### src/rtl/iir_notch_biquad_if.sv
// Stream and coefficient bundle between the 2/3 decimator side and the notch biquad.
// The master drives samples, coefficients and controls; the slave is the filter.
interface iir_notch_biquad_if #(
    parameter int DATA_WIDTH = 16
);
    logic                         EN;
    logic                         bypass;
    logic signed [DATA_WIDTH-1:0] x_in;
    logic                         valid_in;
    logic signed [DATA_WIDTH-1:0] b0;
    logic signed [DATA_WIDTH-1:0] b1;
    logic signed [DATA_WIDTH-1:0] b2;
    logic signed [DATA_WIDTH-1:0] a1;
    logic signed [DATA_WIDTH-1:0] a2;
    logic                         ready;
    logic signed [DATA_WIDTH-1:0] y_out;
    logic                         valid_out;
    logic                         overrun;

    modport master (
        output EN, bypass, x_in, valid_in, b0, b1, b2, a1, a2,
        input  ready, y_out, valid_out, overrun
    );

    modport slave (
        input  EN, bypass, x_in, valid_in, b0, b1, b2, a1, a2,
        output ready, y_out, valid_out, overrun
    );
endinterface

### src/rtl/iir_notch_biquad.sv
// Direct-form-I biquad with two time-shared multipliers over a 3-cycle schedule,
// saturated output and a sticky overrun flag for samples arriving while busy.
module iir_notch_biquad #(
    parameter int DATA_WIDTH = 16,
    parameter int FRAC_WIDTH = 14,
    parameter int ACC_WIDTH  = 40
) (
    input  logic                      CLK,
    input  logic                      RST,
    iir_notch_biquad_if.slave         bus
);
    typedef enum logic [1:0] {
        IDLE = 2'd0,
        S1   = 2'd1,
        S2   = 2'd2
    } state_t;

    localparam int PROD_WIDTH = 2 * DATA_WIDTH;
    localparam logic signed [ACC_WIDTH-1:0] SAT_MAX =
        ACC_WIDTH'((64'sd1 <<< (DATA_WIDTH - 1)) - 64'sd1);
    localparam logic signed [ACC_WIDTH-1:0] SAT_MIN = -SAT_MAX - ACC_WIDTH'(1);

    state_t                       state_q, state_d;
    logic signed [ACC_WIDTH-1:0]  acc_q, acc_d;
    logic signed [DATA_WIDTH-1:0] x1_q, x1_d, x2_q, x2_d;
    logic signed [DATA_WIDTH-1:0] y1_q, y1_d, y2_q, y2_d;
    logic signed [DATA_WIDTH-1:0] xs_q, xs_d;
    logic signed [DATA_WIDTH-1:0] b2s_q, b2s_d, a1s_q, a1s_d, a2s_q, a2s_d;
    logic signed [DATA_WIDTH-1:0] y_out_q, y_out_d;
    logic                         valid_out_q, valid_out_d;
    logic                         overrun_q, overrun_d;

    logic signed [DATA_WIDTH-1:0] m0_a, m0_b, m1_a, m1_b;
    logic signed [PROD_WIDTH-1:0] prod0, prod1;
    logic signed [ACC_WIDTH-1:0]  prod0_ext, prod1_ext;
    logic signed [ACC_WIDTH-1:0]  result, shifted;
    logic signed [DATA_WIDTH-1:0] y_sat;

    always_comb begin
        // NOTE: every variable gets a default before the case so no path leaves it unassigned (no latch).
        m0_a = '0;
        m0_b = '0;
        m1_a = '0;
        m1_b = '0;
        unique case (state_q)
            IDLE: begin
                m0_a = bus.b0;  m0_b = bus.x_in;
                m1_a = bus.b1;  m1_b = x1_q;
            end
            S1: begin
                m0_a = b2s_q;   m0_b = x2_q;
                m1_a = a1s_q;   m1_b = y1_q;
            end
            S2: begin
                m1_a = a2s_q;   m1_b = y2_q;
            end
            default: ;
        endcase

        prod0     = m0_a * m0_b;
        prod1     = m1_a * m1_b;
        prod0_ext = prod0;
        prod1_ext = prod1;

        // Final accumulate of the S2 step, then Q2.14 -> integer with floor rounding.
        result  = acc_q - prod1_ext;
        shifted = result >>> FRAC_WIDTH;
        if (shifted > SAT_MAX) begin
            y_sat = SAT_MAX[DATA_WIDTH-1:0];
        end else if (shifted < SAT_MIN) begin
            y_sat = SAT_MIN[DATA_WIDTH-1:0];
        end else begin
            y_sat = shifted[DATA_WIDTH-1:0];
        end
    end

    always_comb begin
        state_d     = state_q;
        acc_d       = acc_q;
        x1_d        = x1_q;
        x2_d        = x2_q;
        y1_d        = y1_q;
        y2_d        = y2_q;
        xs_d        = xs_q;
        b2s_d       = b2s_q;
        a1s_d       = a1s_q;
        a2s_d       = a2s_q;
        y_out_d     = y_out_q;
        valid_out_d = 1'b0;
        overrun_d   = overrun_q;

        if (bus.EN) begin
            unique case (state_q)
                IDLE: begin
                    if (bus.valid_in && bus.bypass) begin
                        y_out_d     = bus.x_in;
                        valid_out_d = 1'b1;
                        x1_d        = '0;
                        x2_d        = '0;
                        y1_d        = '0;
                        y2_d        = '0;
                    end else if (bus.valid_in) begin
                        acc_d   = prod0_ext + prod1_ext;
                        xs_d    = bus.x_in;
                        b2s_d   = bus.b2;
                        a1s_d   = bus.a1;
                        a2s_d   = bus.a2;
                        state_d = S1;
                    end
                end
                S1: begin
                    if (bus.valid_in) overrun_d = 1'b1;
                    acc_d   = acc_q + prod0_ext - prod1_ext;
                    state_d = S2;
                end
                S2: begin
                    if (bus.valid_in) overrun_d = 1'b1;
                    acc_d       = result;
                    y_out_d     = y_sat;
                    valid_out_d = 1'b1;
                    x2_d        = x1_q;
                    x1_d        = xs_q;
                    y2_d        = y1_q;
                    y1_d        = y_sat;
                    state_d     = IDLE;
                end
                default: state_d = IDLE;
            endcase
        end
    end

    // NOTE: state registers use non-blocking assignments so all flops update together at the edge.
    always_ff @(posedge CLK or posedge RST) begin
        if (RST) begin
            state_q     <= IDLE;
            acc_q       <= '0;
            x1_q        <= '0;
            x2_q        <= '0;
            y1_q        <= '0;
            y2_q        <= '0;
            xs_q        <= '0;
            b2s_q       <= '0;
            a1s_q       <= '0;
            a2s_q       <= '0;
            y_out_q     <= '0;
            valid_out_q <= 1'b0;
            overrun_q   <= 1'b0;
        end else begin
            state_q     <= state_d;
            acc_q       <= acc_d;
            x1_q        <= x1_d;
            x2_q        <= x2_d;
            y1_q        <= y1_d;
            y2_q        <= y2_d;
            xs_q        <= xs_d;
            b2s_q       <= b2s_d;
            a1s_q       <= a1s_d;
            a2s_q       <= a2s_d;
            y_out_q     <= y_out_d;
            valid_out_q <= valid_out_d;
            overrun_q   <= overrun_d;
        end
    end

    assign bus.ready     = (state_q == IDLE);
    assign bus.y_out     = y_out_q;
    assign bus.valid_out = valid_out_q;
    assign bus.overrun   = overrun_q;
endmodule
### src/flat_wrapper.sv
// flat-port wrapper written by rule: the top's interface ports become plain ports
module iir_notch_biquad_flat 
#(
    parameter int DATA_WIDTH = 16,
    parameter int FRAC_WIDTH = 14,
    parameter int ACC_WIDTH  = 40
)
  (CLK, RST, bus_EN, bus_bypass, bus_x_in, bus_valid_in, bus_b0, bus_b1, bus_b2, bus_a1, bus_a2, bus_ready, bus_y_out, bus_valid_out, bus_overrun);
  iir_notch_biquad_if #(.DATA_WIDTH(DATA_WIDTH)) bus_i ();
  input  logic CLK;
  input  logic RST;
  input wire logic [$bits(bus_i.EN)-1:0] bus_EN;
  input wire logic [$bits(bus_i.bypass)-1:0] bus_bypass;
  input wire logic [$bits(bus_i.x_in)-1:0] bus_x_in;
  input wire logic [$bits(bus_i.valid_in)-1:0] bus_valid_in;
  input wire logic [$bits(bus_i.b0)-1:0] bus_b0;
  input wire logic [$bits(bus_i.b1)-1:0] bus_b1;
  input wire logic [$bits(bus_i.b2)-1:0] bus_b2;
  input wire logic [$bits(bus_i.a1)-1:0] bus_a1;
  input wire logic [$bits(bus_i.a2)-1:0] bus_a2;
  output wire logic [$bits(bus_i.ready)-1:0] bus_ready;
  output wire logic [$bits(bus_i.y_out)-1:0] bus_y_out;
  output wire logic [$bits(bus_i.valid_out)-1:0] bus_valid_out;
  output wire logic [$bits(bus_i.overrun)-1:0] bus_overrun;
  assign bus_i.EN = bus_EN;
  assign bus_i.bypass = bus_bypass;
  assign bus_i.x_in = bus_x_in;
  assign bus_i.valid_in = bus_valid_in;
  assign bus_i.b0 = bus_b0;
  assign bus_i.b1 = bus_b1;
  assign bus_i.b2 = bus_b2;
  assign bus_i.a1 = bus_a1;
  assign bus_i.a2 = bus_a2;
  assign bus_ready = bus_i.ready;
  assign bus_y_out = bus_i.y_out;
  assign bus_valid_out = bus_i.valid_out;
  assign bus_overrun = bus_i.overrun;
  iir_notch_biquad #(.DATA_WIDTH(DATA_WIDTH), .FRAC_WIDTH(FRAC_WIDTH), .ACC_WIDTH(ACC_WIDTH)) u_core (.CLK(CLK), .RST(RST), .bus(bus_i));
endmodule
### config.mk
export PLATFORM = sky130hd
export DESIGN_NAME = iir_notch_biquad_flat
export DESIGN_NICKNAME = d
export VERILOG_FILES = /design/src/rtl/iir_notch_biquad_if.sv /design/src/rtl/iir_notch_biquad.sv /design/src/flat_wrapper.sv
export SDC_FILE = /design/constraint.sdc
export NUM_CORES = 2
export LEC_CHECK = 0
export BUFFER_PORTS_ARGS = -buffer_cell sky130_fd_sc_hd__clkbuf_2
export CORE_MARGIN = 5
export CORE_UTILIZATION = 65
export DETAILED_ROUTE_END_ITERATION = 6
export PLACE_DENSITY_LB_ADDON = 0.1
export SYNTH_ARGS = -nofsm -noshare
export SYNTH_HDL_FRONTEND = slang
export SYNTH_SLANG_ARGS = --single-unit
### constraint.sdc
create_clock -name CLK -period 16.93 [get_ports CLK]
set_input_delay 1.693 -clock CLK [delete_from_list [all_inputs] [get_ports CLK]]
set_output_delay 1.693 -clock CLK [all_outputs]
set_load 0.03 [all_outputs]
# Word-level counts from Yosys, hierarchy flattened
# Index checks and enable logic that the tools add are counted.
# totals
romBits	0
in_bits	101
register_bits	188
elab_cells	59
n_memories	0
latchBits	0
output_inout_bits	19
ram_bits	0
# op_classes
n_shift	0
n_mux	22
bitwise	1
add_sub_neg	4
multipliers	2
div_mod_pow	0
eq_ne	5
order_cmp	2
reduce_logical	10
# ops
operator	n
$pmux 16 s2	7
$pmux 40 s3	1
$pmux 16 s3	2
$mux 40	2
$sub 40x32->40	2
$mul 16x16->32	2
$mux 16	4
$add 40x32->40	1
$add 32x32->33	1
$gt 26x16->1 const B	1
$lt 26x16->1 const B	1
$reduce_and 3->1	3
$reduce_and 4->1	2
$mux 2	2
$ne 2x2->1 const B	2
$pmux 2 s2	1
$reduce_bool 3->1	1
$eq 2x1->1 const B	1
$eq 2x2->1 const B	1
$logic_not 2->1	1
$mux 1	2
$ne 2x1->1 const B	1
$pmux 1 s2	1
$reduce_bool 2->1	1
3 further kinds	3

# Longest topological paths before layout
# depth
depth_word	8
depth_mapped	49
mapped_depth_nobuf	44

# Worst setup path before layout
# Ideal clock, no wire load.
# synth_timing
path_kind	input to register
start	in bus_b1[11]
end	reg u_core.y_out_q[1] (netlist: u_core.bus.y_out[1])
arrival_ns	10.788
slack_ns	6.019
t_required_ns	16.807
cell_stages	38
setup_ns	0.123
path_buffers	2
cell_sequence	a222oi_1 clkbuf_1 nor2_1 fa_1 inv_1 fa_1 fa_1 inv_1 fa_1 fa_1 inv_1 fa_1 inv_1 ha_1 a21o_1 a21o_1 a21o_1 o21a_1 [... 2 more ...] o21a_1 nor2_1 xnor2_1 inv_1 ha_1 a21o_1 o21ai_0 nand3_1 nand2_1 o2111ai_2 or3_1 a2111oi_0 nor3_1 o21ai_0 a22oi_2 buf_2 a31oi_1 o21ai_1
# synth_via
elab_chain_len	7
elab_cells_between_ends	8
classes_between	add/sub (1); mul (1); order compare (2); mux (4)
# synth_lines
element	line_no	source
start, declared	flat_wrapper.sv:17	input wire logic [$bits(bus_i.b1)-1:0] bus_b1;
$pmux 16 s3 *	iir_notch_biquad.sv:45	unique case (state_q)
$mul 16x16->32 *	iir_notch_biquad.sv:61	prod1 = m1_a * m1_b;
$sub 40x32->40 *	iir_notch_biquad.sv:66	result = acc_q - prod1_ext;
$lt 26x16->1	iir_notch_biquad.sv:70	end else if (shifted < SAT_MIN) begin
$mux 16	iir_notch_biquad.sv:70	
$mux 16 *	iir_notch_biquad.sv:68	if (shifted > SAT_MAX) begin
$pmux 16 s2 *	iir_notch_biquad.sv:93	unique case (state_q)
end signal, assigned	iir_notch_biquad.sv:159	y_out_q <= y_out_d;
end, declared	iir_notch_biquad.sv:29	logic signed [DATA_WIDTH-1:0] y_out_q, y_out_d;
# Every way passes the cells marked *; elsewhere a longest branch is shown, timed or not.
# A chain may end at the register's enable or synchronous reset.

# Worst setup path in the final report
# layout_timing
start	reg u_core.state_q[0]
end	reg u_core.y_out_q[6] (netlist: u_core.bus.y_out[6])
# layout_via
elab_chain_len	8
elab_cells_between_ends	15
classes_between	add/sub (1); mul (1); order compare (2); eq/ne (3); mux (5); reduce/logical (3)
# layout_lines
element	line_no	source
start, declared	iir_notch_biquad.sv:23	state_t state_q, state_d;
start signal, assigned	iir_notch_biquad.sv:149	state_q <= state_d;
$eq 2x2->1, or another cell as far along	iir_notch_biquad.sv:45, iir_notch_biquad.sv:93	
$pmux 16 s3	iir_notch_biquad.sv:45	
$mul 16x16->32	iir_notch_biquad.sv:61	
$sub 40x32->40	iir_notch_biquad.sv:66	
$lt 26x16->1	iir_notch_biquad.sv:70	
$mux 16	iir_notch_biquad.sv:70	
$mux 16	iir_notch_biquad.sv:68	
$pmux 16 s2	iir_notch_biquad.sv:93	
# Several ways; a longest one is shown, not always the timed one.

==> impl_metrics.yaml <==
status:
  outcome: "finished, violations left"
  failed_checks: "DRC"
logic_synthesis:
  syn_nets: 4771
  ys_ff_latch: 188
  yosys-top-cells-area: "fa_1 33%, dfrtp_1 14%, ha_1 10%, inv_1 8.4%, nor2_1 3.9%"
  syn_area_um2: 34200
  yosysSeqAreaShare_pct: 13.8
  synth_edf_count: 0
  synthDistinctLibCells: 87
  synth_top_cell_by_area: "fa_1"
  syn_inst: 3830
  async_flop_share_pct: 100
  yosysWarnings: 0
  avgSynthCellArea_um2: 8.92
  synth_top_area_share_pct: 33.2
  synthFlopType: "dfrtp_1"
floorplan:
  fp.dieH_um: 239
  die_area_um2: 57200
  num_rows: 84
  fp.dieW_um: 239
  core_region_area_um2: 52300
  initial_core_util_pct: 65.3
  num_io_pins: 120
global_routing:
  grt_antenna_before_repair: 3
  grt_use_total_pct: 34.9
  grt_pass1_wl_um: 155000
  first_global_vias: 27700
  grt_overflow: 0
  grt_max_degree: 122
worst_setup_path:
  cp_slowest_cell: "buf_4"
  end_kind: "register"
  critical_path.max_fanout: 53
  startpoint_type: "register"
  path_buf_inv: 6
  critPathKind: "register to register"
  crit_required_ns: 17.30
  slowest_delay_ns: 0.65
  path_delay_family: "adder cells"
  cp.arrival_ns: 13.26
  cpMostUsedCell: "fa_1"
detailed_routing:
  route.detailed.drc: 1
  vias_per_cell: 5.99
  detail_route.wl_per_cell_um: 21.2
  ant_nets: 0
  first_pass_iters: 7
  drt_iter0_markers: 2502
  routed_wl_um: 96900
  vias: 27300
finish:
  syn_to_final_growth_pct: 5.55
  fin_nets: 4807
  antennaDiodeCount: 0
  drive_gt1_share_pct: 7.94
sta:
  final.setup.tns_ns: 0
  fmax_ghz: 0.0776
  rsz0062_at_grt: "false"
  finalSetupViolCount: 0
  skew_ns: 0.0202
  fin_crit_ns: 12.89
  max_slew_margin_pct: 11.4
  tightest_slew_ns: 1.33
  finalMaxSlewViolations: 0
  hold_viol_final: 0
  min_period_over_period_pct: 76.1
clock_tree:
  cts_hold_buf: 0
  path_clk_slew_ns: 0.08
  cts_sinks: 188
  cts-root-buf: "clkbuf_16"
  postCtsSetupRepairBufs: 0
  clock_latency_ns: 0.49
  clock_path_buffers: 2
  cts_made_buffers: 17
  cts-resized-gates: 0
  tritoncts: "yes"
  htree_levels: 4
placement:
  hpwl_um: 79800
  gp_congestion: 0.975
  port_buffers: 119
min_path:
  hold_class: "register to register"
run:
  maxCapViolations: 0
-- cells in the final DEF, fill, tap and decap left out, drive strengths merged, types with 81 or more instances in the layout --
cell type	count
a21oi	151
a22o	81
clkbuf	136
dfrtp	188
fa	566
ha	274
inv	772
nand2	344
nor2	358
o21ai	106
xnor2	121
-- cell families (layout without fill, tap and decap cells) --
group           count (synthesis)  in the layout  synth area share (%)
compound gates                658            658                  13.4
xor+xnor                      173            173                  4.48
fa+ha+maj                     840            840                  43.2
buf+inv                       911            960                  10.1
flops                         188            188                  13.8
mux                            66             66                  2.15
simple gates                  994            994                  12.9
-- final cells by class --
class                   count  area, um2
repair buffers            161        908
well taps                 688        861
fillers                  4252      16300
flip-flops and latches    188       4700
clock inverters            15        204
clock buffers              17        425
inverters                 767       2890
multi-input cells        2731      26100
-- Yosys cell counts (7+ instances only) --
cell	instances
a211oi_1	22
a21o_1	59
a21oi_1	150
a222oi_1	19
a22o_1	81
a22oi_1	41
a31oi_1	23
and2_1	35
and3_1	16
buf_1	18
clkbuf_1	123
dfrtp_1	188
fa_1	566
ha_1	274
inv_1	764
mux2_2	60
nand2_1	344
nand2b_1	47
nand3_1	38
nand4_1	10
nor2_1	357
nor2b_1	18
nor3_1	37
nor3b_1	7
o211ai_1	23
o21a_1	21
o21ai_0	93
o21ai_1	12
o21bai_1	19
o22ai_1	8
o31ai_1	9
or2_2	25
or3_1	42
xnor2_1	120
xor2_1	51
-- per-stage QoR --
| step | hold slack, ns | utilization [%] | std cells | instance area (um2) | setup slack, ns |
|---|---|---|---|---|---|
| 2_1_floorplan | 0.449 | - | 3830 | 34200 | 6.02 |
| 3_3_place_gp | 0.452 | 67.7 | 4534 | 35400 | 4.29 |
| 3_5_place_dp | 0.460 | 67.7 | 4534 | 35400 | 4.20 |
| 4_1_cts | 0.478 | 68.9 | 4566 | 36000 | 4.26 |
| 5_1_grt | 0.507 | 68.9 | 4567 | 36100 | 3.15 |
| 6_report | 0.475 | 68.9 | 4567 | 36100 | 4.04 |
-- worst register-to-register path, delay by kind of cell (launching register included) --
family                     cells  cell delay [ns]
buffers and inverters          6             1.14
adders and majority gates      9             4.31
and+or+nand+nor               12             3.10
xor gates and xnor gates       1             0.28
DFF                            1             0.46
AOI/OAI and AO/OA             12             3.50
-- routing by layer --
| metal | GRT usage [%] | wire length, um | vias up |
|---|---|---|---|
| met1 | 50.5 | 40500 | 13300 |
| met4 | 10.9 | 3150 | 6 |
| met3 | 13.8 | 13300 | 213 |
| met2 | 48.6 | 39900 | 1465 |
| met5 | 0 | 47 | - |
| li1 | - | - | 12300 |
-- flip-flops by register name (all words and copies together) (netlist names), 2 cells and up --
| signal | flops |
|---|---|
| u_core.x2_q | 16 |
| u_core.y2_q | 16 |
| u_core.a1s_q | 16 |
| u_core.acc_q | 40 |
| u_core.state_q | 2 |
| u_core.b2s_q | 16 |
| u_core.x1_q | 16 |
| u_core.a2s_q | 16 |
| u_core.xs_q | 16 |
| u_core.y1_q | 16 |
| u_core.bus.y_out | 16 |
-- path summary, 6_finish.rpt --
check                      slack [ns]               start  cells past startpoint                   to
min reg2reg                      0.47  u_core.bus.overrun                      1   u_core.bus.overrun
min in group asynchronous        1.33                 RST                      2     u_core.b2s_q[10]
max reg2reg                      4.04   u_core.state_q[0]                     40  u_core.bus.y_out[6]
max                              4.04   u_core.state_q[0]                     40  u_core.bus.y_out[6]
min                              0.47  u_core.bus.overrun                      1   u_core.bus.overrun
max in group asynchronous       14.13                 RST                      3     u_core.a2s_q[14]
Power is not shown: default switching activity piles up to over one toggle a cycle in this logic, so the estimate is an artifact.
